### src/rtl/ssram_arbiter.sv
// Shares the single-port ssram between the fetch (I) and load/store (D) ports.
// Zero-fills the array after reset, then grants one access per cycle round-robin.
module ssram_arbiter #(
    parameter int WIDTH     = 32,
    parameter int ADDR_BITS = 16,
    parameter int INIT_EN   = 1
) (
    input  logic                 clk,
    input  logic                 rst,
    input  logic                 i_req_valid,
    output logic                 i_req_ready,
    input  logic [31:0]          i_req_addr,
    output logic                 i_rsp_valid,
    output logic [WIDTH-1:0]     i_rsp_rdata,
    output logic                 i_rsp_err,
    input  logic                 d_req_valid,
    output logic                 d_req_ready,
    input  logic [31:0]          d_req_addr,
    input  logic                 d_req_we,
    input  logic [WIDTH/8-1:0]   d_req_be,
    input  logic [WIDTH-1:0]     d_req_wdata,
    output logic                 d_rsp_valid,
    output logic [WIDTH-1:0]     d_rsp_rdata,
    output logic                 d_rsp_err,
    output logic [31:0]          mem_address,
    output logic [WIDTH-1:0]     mem_write_data,
    output logic [WIDTH/8-1:0]   mem_write_byte_enable,
    output logic                 mem_write_enable,
    output logic                 mem_read_enable,
    input  logic [WIDTH-1:0]     mem_read_data,
    output logic                 init_done
);

    localparam int OFS = $clog2(WIDTH / 8);
    localparam int BEW = WIDTH / 8;

    typedef enum logic [0:0] {
        ST_INIT = 1'b0,
        ST_RUN  = 1'b1
    } state_t;

    state_t                 state_r;
    state_t                 state_s;
    logic [ADDR_BITS-1:0]   icnt_r;
    logic                   last_grant_r;   // 1'b1 = D was granted last
    logic                   rsp_pending_r;
    logic                   rsp_owner_r;    // 1'b1 = response belongs to D
    logic                   rsp_err_r;
    logic                   rsp_wr_r;
    logic                   gnt_i_s;
    logic                   gnt_d_s;
    logic                   oor_s;
    logic [31:0]            sel_addr_s;

    function automatic logic addr_out_of_range(input logic [31:0] a);
        return (a >> (ADDR_BITS + OFS)) != 32'd0;
    endfunction

    function automatic logic [31:0] word_index(input logic [31:0] a);
        logic [31:0] w;
        w = (a >> OFS) & ((32'd1 << ADDR_BITS) - 32'd1);
        return w;
    endfunction

    // Next-state, grant selection and combinational memory drive
    always_comb begin
        state_s               = state_r;
        gnt_i_s               = 1'b0;
        gnt_d_s               = 1'b0;
        oor_s                 = 1'b0;
        sel_addr_s            = 32'd0;
        mem_address           = 32'd0;
        mem_write_data        = {WIDTH{1'b0}};
        mem_write_byte_enable = {BEW{1'b0}};
        mem_write_enable      = 1'b0;
        mem_read_enable       = 1'b0;
        if (rst) begin
            case (state_r)
                ST_INIT: begin
                    mem_address           = {{(32-ADDR_BITS){1'b0}}, icnt_r};
                    mem_write_byte_enable = {BEW{1'b1}};
                    mem_write_enable      = 1'b1;
                    if (icnt_r == {ADDR_BITS{1'b1}}) begin
                        state_s = ST_RUN;
                    end else begin
                        state_s = ST_INIT;
                    end
                end
                ST_RUN: begin
                    // I wins a tie unless it was the last port served
                    gnt_i_s    = i_req_valid & (~d_req_valid | last_grant_r);
                    gnt_d_s    = d_req_valid & ~gnt_i_s;
                    sel_addr_s = gnt_d_s ? d_req_addr : i_req_addr;
                    oor_s      = addr_out_of_range(sel_addr_s);
                    if ((gnt_i_s | gnt_d_s) & ~oor_s) begin
                        mem_address = word_index(sel_addr_s);
                        if (gnt_d_s & d_req_we) begin
                            mem_write_enable      = 1'b1;
                            mem_write_byte_enable = d_req_be;
                            mem_write_data        = d_req_wdata;
                        end else begin
                            mem_read_enable = 1'b1;
                        end
                    end else begin
                        mem_address = 32'd0;
                    end
                end
                default: begin
                    state_s = ST_INIT;
                end
            endcase
        end else begin
            mem_write_enable = 1'b0;
            mem_read_enable  = 1'b0;
        end
    end

    // FSM state, init counter, round-robin history and response tracking
    always_ff @(posedge clk or negedge rst) begin
        if (!rst) begin
            state_r       <= (INIT_EN != 0) ? ST_INIT : ST_RUN;
            icnt_r        <= {ADDR_BITS{1'b0}};
            last_grant_r  <= 1'b1;
            rsp_pending_r <= 1'b0;
            rsp_owner_r   <= 1'b0;
            rsp_err_r     <= 1'b0;
            rsp_wr_r      <= 1'b0;
        end else begin
            state_r       <= state_s;
            rsp_pending_r <= gnt_i_s | gnt_d_s;
            rsp_owner_r   <= gnt_d_s;
            rsp_err_r     <= (gnt_i_s | gnt_d_s) & oor_s;
            rsp_wr_r      <= gnt_d_s & d_req_we;
            if (state_r == ST_INIT) begin
                icnt_r <= icnt_r + {{(ADDR_BITS-1){1'b0}}, 1'b1};
            end else begin
                icnt_r <= icnt_r;
            end
            if (gnt_i_s) begin
                last_grant_r <= 1'b0;
            end else if (gnt_d_s) begin
                last_grant_r <= 1'b1;
            end else begin
                last_grant_r <= last_grant_r;
            end
        end
    end

    // Response steering: read data only for in-range reads, zero otherwise
    always_comb begin
        i_req_ready = gnt_i_s;
        d_req_ready = gnt_d_s;
        init_done   = (state_r == ST_RUN);
        i_rsp_valid = rsp_pending_r & ~rsp_owner_r;
        d_rsp_valid = rsp_pending_r & rsp_owner_r;
        i_rsp_err   = i_rsp_valid & rsp_err_r;
        d_rsp_err   = d_rsp_valid & rsp_err_r;
        i_rsp_rdata = {WIDTH{1'b0}};
        d_rsp_rdata = {WIDTH{1'b0}};
        if (rsp_pending_r & ~rsp_err_r & ~rsp_wr_r) begin
            if (rsp_owner_r) begin
                d_rsp_rdata = mem_read_data;
            end else begin
                i_rsp_rdata = mem_read_data;
            end
        end else begin
            i_rsp_rdata = {WIDTH{1'b0}};
            d_rsp_rdata = {WIDTH{1'b0}};
        end
    end

endmodule

### config.mk
export PLATFORM = sky130hd
export DESIGN_NAME = ssram_arbiter
export DESIGN_NICKNAME = d
export VERILOG_FILES = /design/src/rtl/ssram_arbiter.sv
export SDC_FILE = /design/constraint.sdc
export NUM_CORES = 1
export LEC_CHECK = 0
export CAP_MARGIN = 20
export CORE_AREA = 2 2 108 110
export CTS_CLUSTER_SIZE = 10
export DETAILED_ROUTE_END_ITERATION = 8
export DIE_AREA = 0 0 110 112
export GPL_ROUTABILITY_DRIVEN = 0
export PLACE_DENSITY = 0.64
export SYNTH_ARGS = -nofsm -noshare
export SYNTH_HDL_FRONTEND = slang
export SYNTH_SLANG_ARGS = --single-unit
### constraint.sdc
create_clock -name clk -period 4.15 [get_ports clk]
set_clock_uncertainty 0.1 [all_clocks]
set_input_delay 0.83 -clock clk [delete_from_list [all_inputs] [get_ports clk]]
set_output_delay 0.83 -clock clk [all_outputs]
set_load 0.01 [all_outputs]
==> results.json <==
{
  "status": "finished clean",
  "layout.cells.most_common": "clkdlybuf4s50_1",
  "ant_nets": 0,
  "slew_headroom_pct": 59.9,
  "ctsResizeCount": 0,
  "required_ns": 3.22,
  "wirelength_mm": 9.37,
  "yosysSeqAreaShare_pct": 24.3,
  "drc_errors": 0,
  "tns_ns": 0,
  "async_flop_share_pct": 100,
  "globalRouteOverflowTotal": 0,
  "die_w_um": 110,
  "clock_latency_ns": 0.25,
  "fin_crit_ns": 3.99,
  "pwr-share-comb_pct": 25.6,
  "core_area_sq_um": 11200,
  "synth_seq_cells": 22,
  "nets": 658,
  "multi_input_area_sq_um": 1580,
  "start_util_pct": 20.3,
  "htreeDepth": 1,
  "fin_cells": 662,
  "grt_usage_pct": 14.1,
  "die_area_sq_um": 12300,
  "r2r_cells": 5,
  "maxCapViolations": 0,
  "synth.cell_area_sq_um": 2270,
  "clkTransAtPathRegs_ns": 0.06,
  "leakagePower_nw": 2.08,
  "cts_max_path_buffers": 2,
  "synth_edf_count": 0,
  "cts_tree": "built",
  "cts_made_buffers": 3,
  "critPathLaunchType": "input pin",
  "setup_viol": 0,
  "timing.fmax_mhz": 251,
  "fp-row-count": 39,
  "syn_inst": 266,
  "syn2layout_area_growth_pct": 122,
  "synth_cell_types": 47,
  "wl_per_cell_um": 14.2,
  "min_path_type": "reg2reg",
  "crit_end": "mem_write_data[5]",
  "clock-root-buffer": "clkbuf_16",
  "internal_power_mw": 0.529,
  "layout_common_cells": "257 x clkdlybuf4s50_1, 87 x and2_1, 29 x and2_2",
  "hold_viol_final": 0,
  "vdd_drop_max_v": 0.000123,
  "first_global_vias": 2819,
  "drive_above_1_share_pct": 11.9,
  "fillCellCount": 1134,
  "switching_power_mw": 0.114,
  "dieHeight_um": 112,
  "ys.flop_type": "dfrtp_1",
  "power.density_nw_per_um2": 127,
  "finalCritPeriodShare_pct": 96.1,
  "dr.pass1.iters": 4,
  "r2r_slack_ns": 2.45,
  "n_antenna_cell": 0,
  "switching_share_pct": 17.8,
  "rsz0062_at_grt": "no",
  "io_buffer_count": 257,
  "cts_setup_buffers": 0,
  "report.final.slew_viol_count": 0,
  "seqPwrFrac_pct": 33.3,
  "grt_max_degree": 33,
  "critPathMaxFanout": 32,
  "placed_cells": 658,
  "num_io_pins": 278,
  "dp_hpwl_mm": 8.10,
  "postCtsHoldBufs": 0,
  "grt_pass1_wl_mm": 14.0,
  "crit_start": "d_req_addr[23]",
  "yosysWarningCount": 0,
  "timing.hold.worst_path_depth": 1,
  "vias": 2824,
  "reg2reg_from": "icnt_r[0]",
  "grt_antenna_before_repair": 0,
  "viasPerCell": 4.27,
  "cts_sinks": 22,
  "initialDrtViolationCount": 124,
  "arrival_ns": 3.06,
  "end_kind": "output pin",
  "syn_avg_cell_area_sq_um": 8.54,
  "worstSetupPathType": "in2out",
  "clock_power_share_pct": 41.1,
  "seq_area_sq_um": 552,
  "tightest_slew_ns": 0.599,
  "r2r_end": "icnt_r[6]"
}
## registers in the layout, indices dropped and copies added (netlist names)
signal,flops
init_done,1
icnt_r,16
rsp_err_r,1
rsp_pending_r,1
rsp_wr_r,1
rsp_owner_r,1
last_grant_r,1
## metal layers
metal | part of all wire, % | global-route usage [%] | up-vias
met5 | 0 | 0 | -
li1 | - | - | 1382
met2 | 51 | 26.2 | 151
met3 | 10 | 3.75 | 8
met4 | 0.95 | 2.11 | 0
met1 | 38 | 16.3 | 1283
## power groups by stage
stage          Sequential (mW)  Clock [mW]  Combinational (mW)
2_1_floorplan            0.218           0              0.0310
3_3_place_gp             0.218           0               0.163
3_5_place_dp             0.218           0               0.165
4_1_cts                  0.215       0.272               0.166
5_1_grt                  0.214       0.283               0.177
6_report                 0.215       0.264               0.165
## worst max-delay path: stages
cell and delay (ns):
clkdlybuf4s50_1 0.41, nor4_1 0.27, and4_2 0.32, and3_2 0.46, and2_2 0.21, clkdlybuf4s50_1 0.56
## through the flow
stage	setup WS [ns]	utilization, %	hold WS, ns	total power [mW]	area [sq um]
6_report	0.161	45.2	0.384	0.643	5050
5_1_grt	0.0350	45.2	0.397	0.674	5050
4_1_cts	0.132	45.2	0.390	0.652	5050
3_5_place_dp	0.139	44.3	0.383	0.383	4950
3_3_place_gp	0.171	44.3	0.375	0.381	4950
2_1_floorplan	1.29	-	0.351	0.249	2330
## worst min-delay path by stage
| stage | from | end | slack [ns] |
|---|---|---|---|
| after floorplan | icnt_r[15] | icnt_r[15] | 0.35 |
| after global placement | icnt_r[15] | icnt_r[15] | 0.38 |
| after detailed placement | icnt_r[6] | icnt_r[6] | 0.38 |
| after CTS | icnt_r[6] | icnt_r[6] | 0.39 |
| after global routing | icnt_r[6] | icnt_r[6] | 0.40 |
| final | icnt_r[15] | icnt_r[15] | 0.38 |
## kinds of logic after synthesis
logic type | count (synthesis) | synth area share, %
adder cells (fa/ha/maj) | 1 | 0.551
flip-flops | 22 | 24.3
XOR/XNOR | 15 | 5.78
buffers and inverters | 33 | 9.31
AO/OA/AOI/OAI | 27 | 11.5
other | 1 | 0.165
multiplexers | 1 | 0.496
AND/OR/NAND/NOR | 166 | 48.0
## synthesized netlist by cell type (2+ instances only)
library cell	n	share of area (%)
and3_1	3	0.83
nor2_1	6	0.99
buf_4	16	5.3
inv_1	2	0.33
nand4_1	3	0.83
a221o_2	6	3.0
nand3_1	7	1.5
nor4_1	7	1.9
nor3b_1	2	0.66
and2_1	87	24
and4_2	2	0.88
buf_6	2	0.99
xnor2_1	10	3.9
a221o_1	10	4.4
nand2_1	5	0.83
nor2b_1	3	0.83
clkbuf_1	11	1.8
xor2_1	5	1.9
dfrtp_1	21	23
a21o_1	3	0.99
and2_2	29	9.6
## final cells by class
class                           instances  share of cell area (%)
Sequential cell                        22                    10.9
Clock inverter                          1                   0.595
Clock buffer                            3                    1.49
Inverter                                2                   0.149
Tap cell                              143                    3.54
Timing Repair Buffer                  265                    52.1
Multi-Input combinational cell        226                    31.2
Note: power is estimated with default switching activity, not from simulation.
